===== src/rtl/output_wrapper.sv =====
// Byte-serialising output stage: captures a 16-bit core result and sends it as bytes over a
// four-phase handshake. Define OUTPUT_WRAPPER_PARITY_EN to append an XOR parity byte.
module output_wrapper (
    input  logic        clk,
    input  logic        rst,
    input  logic        done,
    input  logic [15:0] result,
    input  logic        data_accept,
    output logic        core_ack,
    output logic        dataout,
    output logic [7:0]  bus,
    output logic        busy
);

    typedef enum logic [2:0] {
        IDLE    = 3'd0,
        LOAD    = 3'd1,
        SEND    = 3'd2,
        RELEASE = 3'd3,
        FINISH  = 3'd4
    } state_t;

`ifdef OUTPUT_WRAPPER_PARITY_EN
    localparam logic [1:0] LAST_IDX = 2'd2;
`else
    localparam logic [1:0] LAST_IDX = 2'd1;
`endif

    state_t      state_r;
    state_t      next_state_s;
    logic [1:0]  index_r;
    logic [1:0]  next_index_s;
    logic [15:0] holding_r;
    logic [15:0] next_holding_s;
    logic        core_ack_r;
    logic        dataout_r;
    logic        busy_r;
    logic [7:0]  bus_r;

    function automatic logic [7:0] byte_sel(input logic [15:0] h, input logic [1:0] idx);
        logic [7:0] b;
        case (idx)
            2'd0:    b = h[7:0];
            2'd1:    b = h[15:8];
`ifdef OUTPUT_WRAPPER_PARITY_EN
            2'd2:    b = h[7:0] ^ h[15:8];
`endif
            default: b = 8'h00;
        endcase
        return b;
    endfunction

    // Next-state, byte index and holding register logic.
    always_comb begin
        next_state_s   = state_r;
        next_index_s   = index_r;
        next_holding_s = holding_r;
        case (state_r)
            IDLE: begin
                if (done) next_state_s = LOAD;
                else      next_state_s = IDLE;
            end
            LOAD: begin
                next_holding_s = result;
                next_index_s   = 2'd0;
                next_state_s   = SEND;
            end
            SEND: begin
                if (data_accept) next_state_s = RELEASE;
                else             next_state_s = SEND;
            end
            RELEASE: begin
                if (!data_accept) begin
                    if (index_r == LAST_IDX) begin
                        next_state_s = FINISH;
                    end else begin
                        next_index_s = index_r + 2'd1;
                        next_state_s = SEND;
                    end
                end else begin
                    next_state_s = RELEASE;
                end
            end
            FINISH: begin
                // Stay until done drops so a held done never triggers a resend.
                if (!done) next_state_s = IDLE;
                else       next_state_s = FINISH;
            end
            default: begin
                next_state_s   = IDLE;
                next_index_s   = 2'd0;
                next_holding_s = 16'h0000;
            end
        endcase
    end

    // State registers plus outputs registered from the next state, keeping them Moore and glitch-free.
    always_ff @(posedge clk or negedge rst) begin
        if (!rst) begin
            state_r    <= IDLE;
            index_r    <= 2'd0;
            holding_r  <= 16'h0000;
            core_ack_r <= 1'b0;
            dataout_r  <= 1'b0;
            busy_r     <= 1'b0;
            bus_r      <= 8'h00;
        end else begin
            state_r    <= next_state_s;
            index_r    <= next_index_s;
            holding_r  <= next_holding_s;
            core_ack_r <= (next_state_s == LOAD);
            dataout_r  <= (next_state_s == SEND);
            busy_r     <= (next_state_s != IDLE);
            if ((next_state_s == SEND) || (next_state_s == RELEASE)) begin
                bus_r <= byte_sel(next_holding_s, next_index_s);
            end else begin
                bus_r <= 8'h00;
            end
        end
    end

    assign core_ack = core_ack_r;
    assign dataout  = dataout_r;
    assign busy     = busy_r;
    assign bus      = bus_r;

endmodule


===== config.mk =====
export PLATFORM = sky130hd
export DESIGN_NAME = output_wrapper
export DESIGN_NICKNAME = d
export VERILOG_FILES = /design/src/rtl/output_wrapper.sv
export SDC_FILE = /design/constraint.sdc
export NUM_CORES = 1
export LEC_CHECK = 0
export BUFFER_PORTS_ARGS = -buffer_cell sky130_fd_sc_hd__buf_4
export CAP_MARGIN = 10
export CORE_MARGIN = 2
export CORE_UTILIZATION = 47
export DETAILED_ROUTE_END_ITERATION = 12
export GPL_TIMING_DRIVEN = 1
export PLACE_DENSITY = 0.69
export SYNTH_ARGS = -nofsm -noshare
export SYNTH_HDL_FRONTEND = slang
export SYNTH_SLANG_ARGS = --single-unit

===== constraint.sdc =====
create_clock -name clk -period 3.9 [get_ports clk]
set_input_delay 0.39 -clock clk [delete_from_list [all_inputs] [get_ports clk]]
set_output_delay 0.39 -clock clk [all_outputs]
set_load 0.005 [all_outputs]

; ---- After elaboration in Yosys (flattened, before gate mapping)
; Index checks and enable logic that the tools add are counted.
[word_totals]
regBits = 32
latchBits = 0
mem_bits_rw = 0
mem_bits_ro = 0
inputBits = 20
out_inout_bits = 11
word_cells = 35
mem_count = 0
[op_classes]
addsub = 1
multipliers = 0
n_div = 0
order_cmp = 0
eq_ne = 9
shift = 0
muxes = 12
bitwise_logic = 0
reduce_logical = 6
[op_table]
columns = operator, n
row1 = $pmux W16 S2, 1
row2 = $pmux W8 S2, 1
row3 = $pmux W3 S5, 1
row4 = $eq A3 B2 Y1 const B, 4
row5 = $mux W3, 3
row6 = $mux W8, 1
row7 = $eq A3 B1 Y1 const B, 2
row8 = $eq A2 B1 Y1 const B, 2
row9 = $mux W2, 2
row10 = $pmux W2 S2, 1
row11 = $reduce_or A4 Y1, 1
row12 = $eq A3 B3 Y1 const B, 1
row13 = $logic_not A3 Y1, 1
row14 = $reduce_bool A3 Y1, 1
row15 = $reduce_or A3 Y1, 1
row16 = $add A2 B1 Y2 const B, 1
row17 = $logic_not A2 Y1, 1
row18 = $mux W1, 2
row19 = $logic_or A1 B1 Y1, 1

; ---- Logic depth before layout (Yosys ltp)
; Gate-level depths: netlist (run 1).
[depth]
word_depth = 7
depth_mapped = 7
depth_no_buf = 4

; ---- Least setup slack after synthesis (run 1)
; OpenSTA, ideal clock, no wires.
[synth_path]
path_type = register to register
from = reg state_r[1]
to = reg bus_r[2] (netlist: bus[2])
setup_time_ns = 0.144
t_arrival_ns = 1.321
t_required_ns = 3.756
slack_ns = 2.435
path_stages_with_launch = 8
n_path_buf = 3
synth_period_minus_slack_ns = 1.465
path_cell_list = dfrtp_1 > buf_6 > nor2b_4 > buf_6 > buf_6 > a221o_1 > o21ai_0 > a21oi_1
[synth_between]
elab_cells_between_ends = 17
cone_classes = 7 x eq/ne / 5 x mux / 5 x reduce/logical
[synth_lines]
columns = item, line_no
row1 = start: declaration, 29  ; state_t state_r;
row2 = start signal: assignment, 108  ; state_r <= next_state_s;
row3 = "$eq A3 B3 Y1, or another cell as far along", 58  ; case (state_r)
row4 = $reduce_or A4 Y1 (no source line), --
row5 = $pmux W16 S2 (*), 58
row6 = net next_holding_s[2], 34  ; logic [15:0] next_holding_s;
row7 = $pmux W8 S2 (*), 42  ; case (idx)
row8 = $mux W8 (*), 114  ; if ((next_state_s == SEND) || (next_state_s == RELEASE)) begin
row9 = end signal: assignment, 115  ; bus_r <= byte_sel(next_holding_s, next_index_s);
row10 = end: declaration, 38  ; logic [7:0] bus_r;
; The timed path passes the listed nets; every way through them passes the cells marked *.

; ---- Worst setup path after layout (run 1)
[layout_path]
from = reg state_r[1]
to = reg bus_r[7] (netlist: bus[7])
[layout_between]
elab_chain_len = 6
elab_cells_between_ends = 17
cone_classes = 7 x eq/ne / 5 x mux / 5 x reduce/logical
[layout_rtl]
columns = item, line_no
row1 = "$eq A3 B3 Y1, or another cell as far along", 58
row2 = $reduce_or A3 Y1 (no source line), --
row3 = $pmux W2 S2, 58
row4 = $eq A2 B1 Y1 / $logic_not A2 Y1 (equally long branches), 42
row5 = $pmux W8 S2, 42
row6 = $mux W8 (*), 114
; Mark *: on every way between the ends. The rest lies on a longest branch, timed or not.

==> run_summary.xml, run 1 <==
<?xml version="1.0" encoding="UTF-8"?>
<metrics>
  <group name="synthesis">
    <metric name="synth-compound-area-share" unit="%">22.7</metric>
    <metric name="dominant_combinational_cell_family_by_area_after_synthesis" unit="">compound AO/OA/AOI/OAI gates</metric>
    <metric name="cell_type_with_the_highest_aggregate_area_in_the_netlist" unit="">dfrtp_1</metric>
    <metric name="synth_fa_ha_area_share" unit="%">0</metric>
    <metric name="synth-xor-area-share" unit="%">0</metric>
    <metric name="netlist_area" unit="um^2">1600</metric>
    <metric name="number_of_cells_produced_by_synthesis" unit="">146</metric>
    <metric name="synth_enable_flop_cells" unit="">0</metric>
    <metric name="synth-async-reset-ratio" unit="%">100</metric>
    <metric name="sequential_share_of_the_synthesized_area" unit="%">50.0</metric>
    <metric name="yosys_top_cell_area_share" unit="%">50.0</metric>
    <metric name="synthesis.yosys.warnings" unit="">0</metric>
    <metric name="syn-num-nets" unit="">166</metric>
    <metric name="fraction_of_synthesized_area_in_multiplexers" unit="%">0.704</metric>
    <metric name="synth_commonest_cells" unit="">32 x dfrtp_1, 16 x a221o_1, 16 x and2_1, 16 x nor3b_1, 11 x o21ai_1</metric>
    <metric name="most_frequently_used_cell_type_in_the_post_synthesis_netlist" unit="">dfrtp_1</metric>
    <metric name="ys_top_cells_by_area" unit="">dfrtp_1 50%, a221o_1 10%, nor3b_1 7.5%</metric>
    <metric name="syn_avg_cell_area" unit="um^2">11.0</metric>
    <metric name="synth_simple_gate_area_share" unit="%">20.9</metric>
    <metric name="synth.ff_latch_count" unit="">32</metric>
    <metric name="synth_flop_cell" unit="">dfrtp_1</metric>
    <metric name="number_of_distinct_library_cell_variants_in_the_gate_level_netlist_after_synthesis" unit="">32</metric>
  </group>
  <group name="pwr">
    <metric name="static-leakage-power" unit="nW">0.831</metric>
    <metric name="p_sw_share" unit="%">38.0</metric>
    <metric name="max-vdd-ir-drop" unit="mV">0.406</metric>
    <metric name="power.share.clock" unit="%">17.9</metric>
    <metric name="seq_power_share" unit="%">42.1</metric>
    <metric name="power.density" unit="nW/um^2">725</metric>
    <metric name="share_comb_of_total_power" unit="%">39.9</metric>
    <metric name="switching_power" unit="W">0.000519</metric>
    <metric name="internal_power" unit="W">0.000847</metric>
  </group>
  <group name="timing">
    <metric name="setup_violations" unit="">0</metric>
    <metric name="maxSlewHeadroom" unit="%">26.0</metric>
    <metric name="timing.fmax" unit="GHz">0.474</metric>
    <metric name="hold_viol" unit="">0</metric>
    <metric name="tightest_slew" unit="ns">1.11</metric>
    <metric name="finClkSkew" unit="ns">0.0120</metric>
    <metric name="period_minus_slack" unit="ns">2.11</metric>
    <metric name="rsz_0062_raised_after_global_routing" unit="">false</metric>
    <metric name="final_report_max_slew_violation_count" unit="">0</metric>
    <metric name="fin_setup_tns" unit="ns">0</metric>
    <metric name="post-route-period-util" unit="%">54.1</metric>
  </group>
  <group name="global_route">
    <metric name="grt-busiest-layer" unit="">met2</metric>
    <metric name="grt_use_met2" unit="%">30.3</metric>
    <metric name="grt_remaining_overflow" unit="">0</metric>
    <metric name="grt_antenna_before_repair" unit="">0</metric>
    <metric name="globalRouteMet1Util" unit="%">25.7</metric>
    <metric name="first_pass_grt_wire_length" unit="um">5900</metric>
    <metric name="grt_start_max_net_pins" unit="">41</metric>
    <metric name="grt.total_usage" unit="%">19.1</metric>
    <metric name="via_count_of_the_first_global_routing_pass" unit="">1256</metric>
    <metric name="globalRouteMet3Util" unit="%">5.80</metric>
  </group>
  <group name="final_layout">
    <metric name="insertedDiodeCount" unit="">0</metric>
    <metric name="finalInstanceArea" unit="um^2">1890</metric>
    <metric name="finish.cell_count_without_fillers" unit="">219</metric>
    <metric name="post_route_cells_drive_above_1_share" unit="%">26.0</metric>
    <metric name="area_growth" unit="%">17.8</metric>
    <metric name="final.fill_count" unit="">313</metric>
    <metric name="number_of_nets_in_the_finished_design" unit="">192</metric>
  </group>
  <group name="place">
    <metric name="placed_cells_incl_taps" unit="">210</metric>
    <metric name="placement.cell_area" unit="um^2">1800</metric>
    <metric name="final_replace_weighted_congestion" unit="">0.855</metric>
    <metric name="buffer_ports.inserted" unit="">30</metric>
    <metric name="hpwl" unit="um">2340</metric>
  </group>
  <group name="cts">
    <metric name="postCtsResizedCells" unit="">0</metric>
    <metric name="clock_tree.buffer_depth" unit="">2</metric>
    <metric name="worst_setup_hold_path_clk_slew" unit="ns">0.10</metric>
    <metric name="cts.hold.buffers_added" unit="">1</metric>
    <metric name="cts_root_buf" unit="">clkbuf_4</metric>
    <metric name="cts.repair_timing.setup_buffer_count" unit="">0</metric>
    <metric name="tritoncts" unit="">built</metric>
    <metric name="htreeDepth" unit="">2</metric>
    <metric name="cts_inserted_buffers" unit="">5</metric>
    <metric name="cts_sinks" unit="">32</metric>
    <metric name="worstSkewPairLatency" unit="ns">0.34</metric>
  </group>
  <group name="floorplanning">
    <metric name="core" unit="um^2">3310</metric>
    <metric name="fp.dieW" unit="um">62.4</metric>
    <metric name="initial_utilization" unit="%">48.3</metric>
    <metric name="floorplan.die_area" unit="um^2">3890</metric>
    <metric name="chipHeight" unit="um">62.4</metric>
    <metric name="design.portCount" unit="">31</metric>
    <metric name="floorplan.rows" unit="">21</metric>
  </group>
  <group name="run_status">
    <metric name="run_status" unit="">finished, final reports clean</metric>
  </group>
  <group name="routing">
    <metric name="drc" unit="">0</metric>
    <metric name="vias" unit="">1237</metric>
    <metric name="first_pass_iters" unit="">4</metric>
    <metric name="post_drt_via_cell_ratio" unit="">5.65</metric>
    <metric name="drtIter0Drc" unit="">50</metric>
    <metric name="avgRoutedWirePerCell" unit="um">15.7</metric>
    <metric name="drtAntennaViolNets" unit="">0</metric>
    <metric name="drt_wl_total" unit="um">3440</metric>
  </group>
  <group name="critical_path">
    <metric name="data_required_time_at_the_worst_endpoint" unit="ns">4.09</metric>
    <metric name="cp-start-kind" unit="">register</metric>
    <metric name="path_max_fanout" unit="">25</metric>
    <metric name="setup_crit_end_kind" unit="">register</metric>
    <metric name="worst-endpoint-arrival" unit="ns">2.30</metric>
    <metric name="critPathKind" unit="">reg2reg</metric>
    <metric name="critical-path-max-stage-delay" unit="ns">0.95</metric>
    <metric name="worstRegToRegCells" unit="">4</metric>
    <metric name="crit_slowest_cell" unit="">dfrtp_1</metric>
    <metric name="crit_path_cell_trace" unit="">mux2_2 -&gt; a31o_2 -&gt; o21ai_0 -&gt; a21oi_1</metric>
  </group>
  <group name="hold_path">
    <metric name="min_path_cells" unit="">3</metric>
    <metric name="worst_hold_path_type" unit="">in2reg</metric>
  </group>
  <group name="flow_run">
    <metric name="cap_viol_max_count" unit="">0</metric>
  </group>
</metrics>
[state kept, by name, indices dropped and copies added (netlist names)]
signal     count
holding_r     16
bus            8
state_r        3
index_r        2
busy           1
core_ack       1
dataout        1
[worst paths after layout]
check / from / endpoint / slack, ns
setup / recovery: state_r[1] / bus[7] / 1.79
hold / removal: done / state_r[2] / 0.33
setup reg to reg: state_r[1] / bus[7] / 1.79
hold reg to reg: holding_r[4] / holding_r[4] / 0.54
max in group asynchronous: rst / holding_r[12] / 3.09
min in group asynchronous: rst / holding_r[13] / 0.51
[power by group through the flow]
stage | Sequential (W) | Combinational [W] | Clock [W]
6_report | 0.000576 | 0.000546 | 0.000245
5_1_grt | 0.000592 | 0.000604 | 0.000268
4_1_cts | 0.000571 | 0.000549 | 0.000252
3_5_place_dp | 0.000578 | 0.000544 | 0
3_3_place_gp | 0.000567 | 0.000534 | 0
2_1_floorplan | 0.000494 | 0.000500 | 0
[kinds of logic after synthesis]
logic type | after synthesis
AO/OA/AOI/OAI | 50
buffers and inverters | 14
flip-flops | 32
multiplexers | 1
AND/OR/NAND/NOR | 49
[area by class of cell]
| class | count | area, um^2 | area share [%] |
|---|---|---|---|
| Timing Repair Buffer | 31 | 235 | 12.5 |
| Multi-Input combinational cell | 100 | 708 | 37.6 |
| Sequential cell | 32 | 801 | 42.5 |
| Clock buffer | 6 | 41.3 | 2.19 |
| Tap cell | 46 | 57.6 | 3.05 |
| Inverter | 2 | 7.51 | 0.398 |
| Clock inverter | 2 | 35.0 | 1.86 |
[critical path, delay by kind of cell (launching register included)]
kind / cells / cell delay, ns
AO/OA/AOI/OAI: 3 / 0.61
multiplexers: 1 / 0.41
flip-flops: 1 / 0.95
[stage by stage]
stage / util, % / total power (W) / hold WS, ns / worst slack [ns]
2_1_floorplan: - / 0.000994 / 0.0944 / 2.44
3_3_place_gp: 54.3 / 0.00110 / 0.345 / 1.89
3_5_place_dp: 54.3 / 0.00112 / 0.345 / 1.82
4_1_cts: 57.0 / 0.00137 / 0.315 / 1.82
5_1_grt: 57.0 / 0.00146 / 0.330 / 1.65
6_report: 57.0 / 0.00137 / 0.329 / 1.79
[placed cells by master, fill, tap and decap left out, types with 4 or more instances in the layout]
master	n
clkbuf_4	5
dfrtp_1	32
a221o_1	16
nor2b_1	4
o21ai_1	11
nor3b_1	16
and2_1	16
o21ai_0	7
a21oi_1	9
buf_4	30
[layer usage]
metal | wire length (um) | up-vias
li1 | - | 592
met1 | 1630 | 609
met2 | 1600 | 31
met3 | 163 | 5
met4 | 42 | 0
met5 | 0 | -
Power figures use the tool's default switching activity.
==> run 2, diff against run 1 <==
==> constraint.sdc (replaced) <==
create_clock -name clk -period 2.06 [get_ports clk]
set_input_delay 0.206 -clock clk [delete_from_list [all_inputs] [get_ports clk]]
set_output_delay 0.206 -clock clk [all_outputs]
set_load 0.005 [all_outputs]
==> run 2 against run 1 <==
  * Clock skew shrank 0.0069 ns
  * Sequential power grew 72%
  * Critical path type unchanged
  * Utilization grew 0.38 points
  * Global-route usage grew 0.96 points
  * Clock power grew 35%
  * Register-to-register slack lost 1.4 ns
  * Critical endpoint is now bus[3]
  * Largest power group is now combinational cells
  * Clock-buffer cell count is the same
  * Power grew 87%
  * Via count grew 2.0%
  * Sequential share of layout area shrank 0.28 points
==> run_summary.xml, run 2 (synthesis results as in run 1) <==
<?xml version="1.0" encoding="UTF-8"?>
<metrics>
  <group name="pwr">
    <metric name="share_comb_of_total_power" unit="%">48.1</metric>
    <metric name="max-vdd-ir-drop" unit="mV">0.776</metric>
    <metric name="power" unit="W">0.00255</metric>
    <metric name="static-leakage-power" unit="nW">0.840</metric>
    <metric name="internal_power" unit="W">0.00154</metric>
    <metric name="power.density" unit="nW/um^2">1340</metric>
    <metric name="switching_power" unit="W">0.00101</metric>
    <metric name="power.share.clock" unit="%">13.0</metric>
    <metric name="seq_power_share" unit="%">38.9</metric>
    <metric name="p_sw_share" unit="%">39.5</metric>
  </group>
  <group name="cts">
    <metric name="cts_root_buf" unit="">clkbuf_4</metric>
    <metric name="htreeDepth" unit="">2</metric>
    <metric name="cts.repair_timing.setup_buffer_count" unit="">0</metric>
    <metric name="worstSkewPairLatency" unit="ns">0.34</metric>
    <metric name="tritoncts" unit="">built</metric>
    <metric name="cts_sinks" unit="">32</metric>
    <metric name="clock_tree.buffer_depth" unit="">2</metric>
    <metric name="worst_setup_hold_path_clk_slew" unit="ns">0.09</metric>
    <metric name="cts_inserted_buffers" unit="">5</metric>
  </group>
  <group name="timing">
    <metric name="tightest_slew" unit="ns">0.586</metric>
    <metric name="period_minus_slack" unit="ns">1.70</metric>
    <metric name="timing.fmax" unit="GHz">0.590</metric>
    <metric name="final_report_max_slew_violation_count" unit="">0</metric>
    <metric name="maxSlewHeadroom" unit="%">60.9</metric>
    <metric name="rsz_0062_raised_after_global_routing" unit="">false</metric>
    <metric name="fin_setup_tns" unit="ns">0</metric>
    <metric name="layout_setup_ws" unit="ns">0.364</metric>
    <metric name="setup_violations" unit="">0</metric>
    <metric name="post-route-period-util" unit="%">82.3</metric>
    <metric name="hold_viol" unit="">0</metric>
    <metric name="finClkSkew" unit="ns">0.00510</metric>
  </group>
  <group name="floorplanning">
    <metric name="floorplan.rows" unit="">21</metric>
    <metric name="core" unit="um^2">3310</metric>
    <metric name="fp.dieW" unit="um">62.4</metric>
    <metric name="initial_utilization" unit="%">48.3</metric>
    <metric name="design.portCount" unit="">31</metric>
    <metric name="chipHeight" unit="um">62.4</metric>
    <metric name="floorplan.die_area" unit="um^2">3890</metric>
  </group>
  <group name="routing">
    <metric name="drtIter0Drc" unit="">35</metric>
    <metric name="vias" unit="">1262</metric>
    <metric name="first_pass_iters" unit="">4</metric>
    <metric name="avgRoutedWirePerCell" unit="um">16.1</metric>
    <metric name="drt_wl_total" unit="um">3590</metric>
    <metric name="drc" unit="">0</metric>
    <metric name="drtAntennaViolNets" unit="">0</metric>
    <metric name="post_drt_via_cell_ratio" unit="">5.68</metric>
  </group>
  <group name="final_layout">
    <metric name="insertedDiodeCount" unit="">0</metric>
    <metric name="number_of_nets_in_the_finished_design" unit="">196</metric>
    <metric name="mostFrequentLayoutCell" unit="">buf_4</metric>
    <metric name="final_core_utilization" unit="%">57.3</metric>
    <metric name="area_growth" unit="%">18.6</metric>
    <metric name="largest_register_ff_count" unit="">16</metric>
    <metric name="register_containing_the_most_flip_flops_in_the_final_layout" unit="">holding_r</metric>
    <metric name="layout.cells.most_common_list" unit="">33 x buf_4, 32 x dfrtp_1, 16 x and2_1, 16 x nor3b_1, 16 x a221o_1</metric>
    <metric name="post_route_cells_drive_above_1_share" unit="%">27.3</metric>
  </group>
  <group name="hold_path">
    <metric name="worst_hold_path_type" unit="">in2reg</metric>
  </group>
  <group name="global_route">
    <metric name="first_pass_grt_wire_length" unit="um">6130</metric>
    <metric name="grt_remaining_overflow" unit="">0</metric>
    <metric name="grt_antenna_before_repair" unit="">0</metric>
    <metric name="via_count_of_the_first_global_routing_pass" unit="">1301</metric>
    <metric name="grt.total_usage" unit="%">20.1</metric>
    <metric name="grt_start_max_net_pins" unit="">33</metric>
  </group>
  <group name="critical_path">
    <metric name="cp-start-kind" unit="">register</metric>
    <metric name="crit_slowest_cell" unit="">dfrtp_1</metric>
    <metric name="critPathKind" unit="">reg2reg</metric>
    <metric name="data_required_time_at_the_worst_endpoint" unit="ns">2.32</metric>
    <metric name="crit_path_cell_trace" unit="">nor2b_1 -&gt; nor3_2 -&gt; o21ai_0 -&gt; a21oi_1</metric>
    <metric name="critical-path-max-stage-delay" unit="ns">0.60</metric>
    <metric name="worst-endpoint-arrival" unit="ns">1.96</metric>
    <metric name="setup_crit_end_kind" unit="">register</metric>
    <metric name="critPathTopFamily" unit="">simple AND/OR/NAND/NOR gates</metric>
    <metric name="path_max_fanout" unit="">19</metric>
    <metric name="cp_num_buf_inv" unit="">0</metric>
  </group>
  <group name="place">
    <metric name="hpwl" unit="um">2400</metric>
    <metric name="buffer_ports.inserted" unit="">30</metric>
    <metric name="place_worst_setup_slack" unit="ns">0.397</metric>
    <metric name="final_replace_weighted_congestion" unit="">0.854</metric>
  </group>
  <group name="run_status">
    <metric name="run_status" unit="">finished, final reports clean</metric>
  </group>
  <group name="flow_run">
    <metric name="cap_viol_max_count" unit="">0</metric>
  </group>
</metrics>
[run 2: worst min-delay path, cell delays in order]
cell and delay [ns]:
buf_4 0.08, nand3_1 0.06, o21ai_1 0.07
[run 2: routing by layer]
metal	wire [um]	global-route usage [%]	share of wire (%)
met4	70	8.33	2.0
met5	0	0	0
met2	1690	32.3	47
met3	160	3.80	4.5
met1	1670	26.8	46
[run 2: layout make-up]
cell class	count	area, um^2
inverter	2	7.51
tap	46	57.6
timing repair buffer	35	278
clock buffer	6	41.3
fill	312	1410
multi-input combinational	100	708
sequential	32	801
clock inverter	1	5.00
[run 2: per-stage QoR]
stage	hold slack [ns]	cells	cell area, um^2
finish	0.122	222	1900
global route	0.160	222	1900
CTS	0.122	222	1900
detailed placement	0.172	214	1840
global placement	0.162	214	1840
floorplan	-0.0896	146	1600
[run 2: path summary, 6_finish.rpt]
path / start / endpoint / slack (ns) / depth (start not counted)
worst min register to register: holding_r[3] / holding_r[3] / 0.55 / 1
worst max-delay path: state_r[0] / bus[3] / 0.36 / 4
worst min-delay path: done / state_r[2] / 0.12 / 3
min in group asynchronous: rst / dataout / 0.33 / 2
worst max register to register: state_r[0] / bus[3] / 0.36 / 4
max in group asynchronous: rst / bus[3] / 1.44 / 2
[run 2: power groups by stage]
stage	Clock (W)	Combinational [W]	Sequential [W]
after floorplan	0	0.000947	0.000935
after global placement	0	0.00118	0.000987
after detailed placement	0	0.00121	0.00100
after CTS	0.000337	0.00122	0.000993
after global routing	0.000363	0.00134	0.00102
final	0.000331	0.00123	0.000992
[run 2: repair_timing]
item | 4_1_cts | 5_1_grt
endpoints found under the hold margin | 32 | 0
resized for setup | 0 | 0
hold buffers | 1 | 0
setup endpoints to repair | 0 | 0
==> run 3, diff against run 2 <==
==> constraint.sdc (replaced) <==
create_clock -name clk -period 1.57 [get_ports clk]
set_input_delay 0.157 -clock clk [delete_from_list [all_inputs] [get_ports clk]]
set_output_delay 0.157 -clock clk [all_outputs]
set_load 0.005 [all_outputs]
==> run 3 against run 2 <==
  * Power rose by 40%
  * Non-clock buffer count increased by 9
  * Sequential share of layout area down 1.9 points
  * Combinational power is 47% higher
  * Sequential power grew 29%
  * Clock skew about the same
  * Routed wire length fell by 2.9%
  * Die area stayed put
  * Sequential cell count did not move
  * Setup slack worse by 0.26 ns
  * Final cell count rose by 4.5%
  * Largest power group unchanged
==> run_summary.xml, run 3 (synthesis results as in run 1) <==
<?xml version="1.0" encoding="UTF-8"?>
<metrics>
  <group name="run_status">
    <metric name="run_status" unit="">finished, final reports clean</metric>
  </group>
  <group name="floorplanning">
    <metric name="initial_utilization" unit="%">48.3</metric>
    <metric name="fp.dieW" unit="um">62.4</metric>
    <metric name="chipHeight" unit="um">62.4</metric>
    <metric name="floorplan.rows" unit="">21</metric>
    <metric name="floorplan.die_area" unit="um^2">3890</metric>
    <metric name="design.portCount" unit="">31</metric>
    <metric name="core" unit="um^2">3310</metric>
  </group>
  <group name="pwr">
    <metric name="seq_power_share" unit="%">35.8</metric>
    <metric name="power.density" unit="nW/um^2">1790</metric>
    <metric name="power.share.clock" unit="%">13.4</metric>
    <metric name="power" unit="W">0.00357</metric>
    <metric name="max-vdd-ir-drop" unit="mV">0.783</metric>
    <metric name="static-leakage-power" unit="nW">0.891</metric>
    <metric name="switching_power" unit="W">0.00133</metric>
    <metric name="share_comb_of_total_power" unit="%">50.9</metric>
    <metric name="p_sw_share" unit="%">37.1</metric>
    <metric name="internal_power" unit="W">0.00224</metric>
  </group>
  <group name="critical_path">
    <metric name="critPathKind" unit="">reg2reg</metric>
    <metric name="path_max_fanout" unit="">9</metric>
    <metric name="crit_path_cell_trace" unit="">mux2_2 -&gt; a31o_2 -&gt; o21ai_0 -&gt; a21oi_2</metric>
    <metric name="worst-endpoint-arrival" unit="ns">1.68</metric>
    <metric name="crit_path_start" unit="">state_r[0]</metric>
    <metric name="critPathTopFamily" unit="">compound AO/OA/AOI/OAI gates</metric>
    <metric name="setup_crit_end_kind" unit="">register</metric>
    <metric name="r2r_end" unit="">bus[4]</metric>
    <metric name="data_required_time_at_the_worst_endpoint" unit="ns">1.78</metric>
    <metric name="cp_num_buf_inv" unit="">0</metric>
    <metric name="critical-path-max-stage-delay" unit="ns">0.48</metric>
    <metric name="crit-reg2reg-launch" unit="">state_r[0]</metric>
    <metric name="regToRegSetupSlack" unit="ns">0.11</metric>
    <metric name="crit_slowest_cell" unit="">dfrtp_2</metric>
    <metric name="cp-start-kind" unit="">register</metric>
    <metric name="worstRegToRegCells" unit="">4</metric>
  </group>
  <group name="timing">
    <metric name="finClkSkew" unit="ns">0.00531</metric>
    <metric name="setup_violations" unit="">0</metric>
    <metric name="tightest_slew" unit="ns">0.440</metric>
    <metric name="timing.fmax" unit="GHz">0.683</metric>
    <metric name="maxSlewHeadroom" unit="%">70.5</metric>
    <metric name="post-route-period-util" unit="%">93.3</metric>
    <metric name="rsz_0062_raised_after_global_routing" unit="">false</metric>
    <metric name="period_minus_slack" unit="ns">1.46</metric>
    <metric name="final_report_max_slew_violation_count" unit="">0</metric>
    <metric name="hold_viol" unit="">0</metric>
  </group>
  <group name="global_route">
    <metric name="grt_start_max_net_pins" unit="">33</metric>
    <metric name="first_pass_grt_wire_length" unit="um">5970</metric>
    <metric name="grt_remaining_overflow" unit="">0</metric>
    <metric name="grt_antenna_before_repair" unit="">0</metric>
    <metric name="via_count_of_the_first_global_routing_pass" unit="">1275</metric>
    <metric name="grt.total_usage" unit="%">19.9</metric>
  </group>
  <group name="final_layout">
    <metric name="layout.cells.most_common_list" unit="">41 x buf_4, 29 x dfrtp_1, 16 x and2_1, 16 x nor3b_1, 16 x a221o_1</metric>
    <metric name="area_growth" unit="%">24.9</metric>
    <metric name="insertedDiodeCount" unit="">0</metric>
    <metric name="largest_register_ff_count" unit="">16</metric>
    <metric name="layout.area.seq" unit="um^2">805</metric>
    <metric name="post_route_cells_drive_above_1_share" unit="%">32.8</metric>
    <metric name="finish.cell_count_without_fillers" unit="">232</metric>
    <metric name="multi_input_area" unit="um^2">712</metric>
    <metric name="number_of_nets_in_the_finished_design" unit="">205</metric>
    <metric name="mostFrequentLayoutCell" unit="">buf_4</metric>
    <metric name="final.fill_count" unit="">300</metric>
    <metric name="register_containing_the_most_flip_flops_in_the_final_layout" unit="">holding_r</metric>
  </group>
  <group name="cts">
    <metric name="worstSkewPairLatency" unit="ns">0.33</metric>
    <metric name="cts_sinks" unit="">32</metric>
    <metric name="cts_root_buf" unit="">clkbuf_4</metric>
    <metric name="cts_inserted_buffers" unit="">5</metric>
    <metric name="tritoncts" unit="">built</metric>
    <metric name="worst_setup_hold_path_clk_slew" unit="ns">0.09</metric>
    <metric name="htreeDepth" unit="">2</metric>
    <metric name="clock_tree.buffer_depth" unit="">2</metric>
  </group>
  <group name="flow_run">
    <metric name="cap_viol_max_count" unit="">0</metric>
  </group>
  <group name="hold_path">
    <metric name="timing.hold.worst_endpoint" unit="">state_r[2]</metric>
    <metric name="min_path_cells" unit="">3</metric>
    <metric name="min-delay-start" unit="">done</metric>
    <metric name="worst_hold_path_type" unit="">in2reg</metric>
  </group>
  <group name="routing">
    <metric name="drtIter0Drc" unit="">62</metric>
    <metric name="first_pass_iters" unit="">4</metric>
    <metric name="drt_wl_total" unit="um">3480</metric>
    <metric name="vias" unit="">1272</metric>
    <metric name="drc" unit="">0</metric>
    <metric name="drtAntennaViolNets" unit="">0</metric>
    <metric name="post_drt_via_cell_ratio" unit="">5.48</metric>
    <metric name="avgRoutedWirePerCell" unit="um">15.0</metric>
  </group>
  <group name="place">
    <metric name="buffer_ports.inserted" unit="">30</metric>
    <metric name="final_replace_weighted_congestion" unit="">0.813</metric>
    <metric name="placed_cells_incl_taps" unit="">221</metric>
    <metric name="hpwl" unit="um">2610</metric>
  </group>
</metrics>
[run 3: power by group through the flow]
stage / Sequential (W) / Clock (W) / Combinational [W]
global placement: 0.00128 / 0 / 0.00173
global route: 0.00131 / 0.000544 / 0.00199
CTS: 0.00128 / 0.000496 / 0.00178
detailed placement: 0.00130 / 0 / 0.00177
floorplan: 0.00123 / 0 / 0.00124
finish: 0.00128 / 0.000477 / 0.00181
[run 3: timing repair]
action | in CTS | in global routing
pin swaps | 0 | 1
endpoints found under the hold margin | 32 | 0
hold buffers | 1 | 0
buffers inserted | 0 | 2
resized for setup | 1 | 3
endpoints found under the setup margin | 1 | 4
[run 3: worst max path at each step]
stage	endpoint	slack (ns)	cells past startpoint
4_1_cts	bus[4]	0.02	5
3_5_place_dp	bus[4]	-0.03	6
5_1_grt	bus[4]	0.01	6
3_3_place_gp	bus[5]	0.08	4
6_report	bus[4]	0.11	4
2_1_floorplan	bus[2]	0.11	7
[run 3: per-layer routing]
metal	GRT usage (%)	share of wire [%]	vias up
met2	33.3	50	31
met5	0	0	-
li1	-	-	616
met1	24.8	44	620
met3	4.17	4.7	5
met4	9.17	1.6	0
[run 3: tightest hold or removal path, stage by stage]
cell	delay, ns
buf_4	0.08
nand3_1	0.06
o21ai_1	0.07
[run 3: through the flow]
stage	TNS [ns]	util [%]	instance area (um^2)	hold slack (ns)	setup WS, ns
floorplan	0	-	1600	-0.139	0.105
global placement	0	57.6	1910	0.112	0.0756
detailed placement	-0.0346	57.6	1910	0.118	-0.0346
CTS	0	59.7	1980	0.0660	0.0204
global route	0	60.4	2000	0.0764	0.00981
finish	0	60.4	2000	0.0722	0.106
[run 3: area by class of cell]
type / count / share of cell area [%]
Inverter: 2 / 0.376
Multi-Input combinational cell: 100 / 35.6
Timing Repair Buffer: 44 / 17.9
Sequential cell: 32 / 40.3
Clock buffer: 8 / 2.94
Tap cell: 46 / 2.88
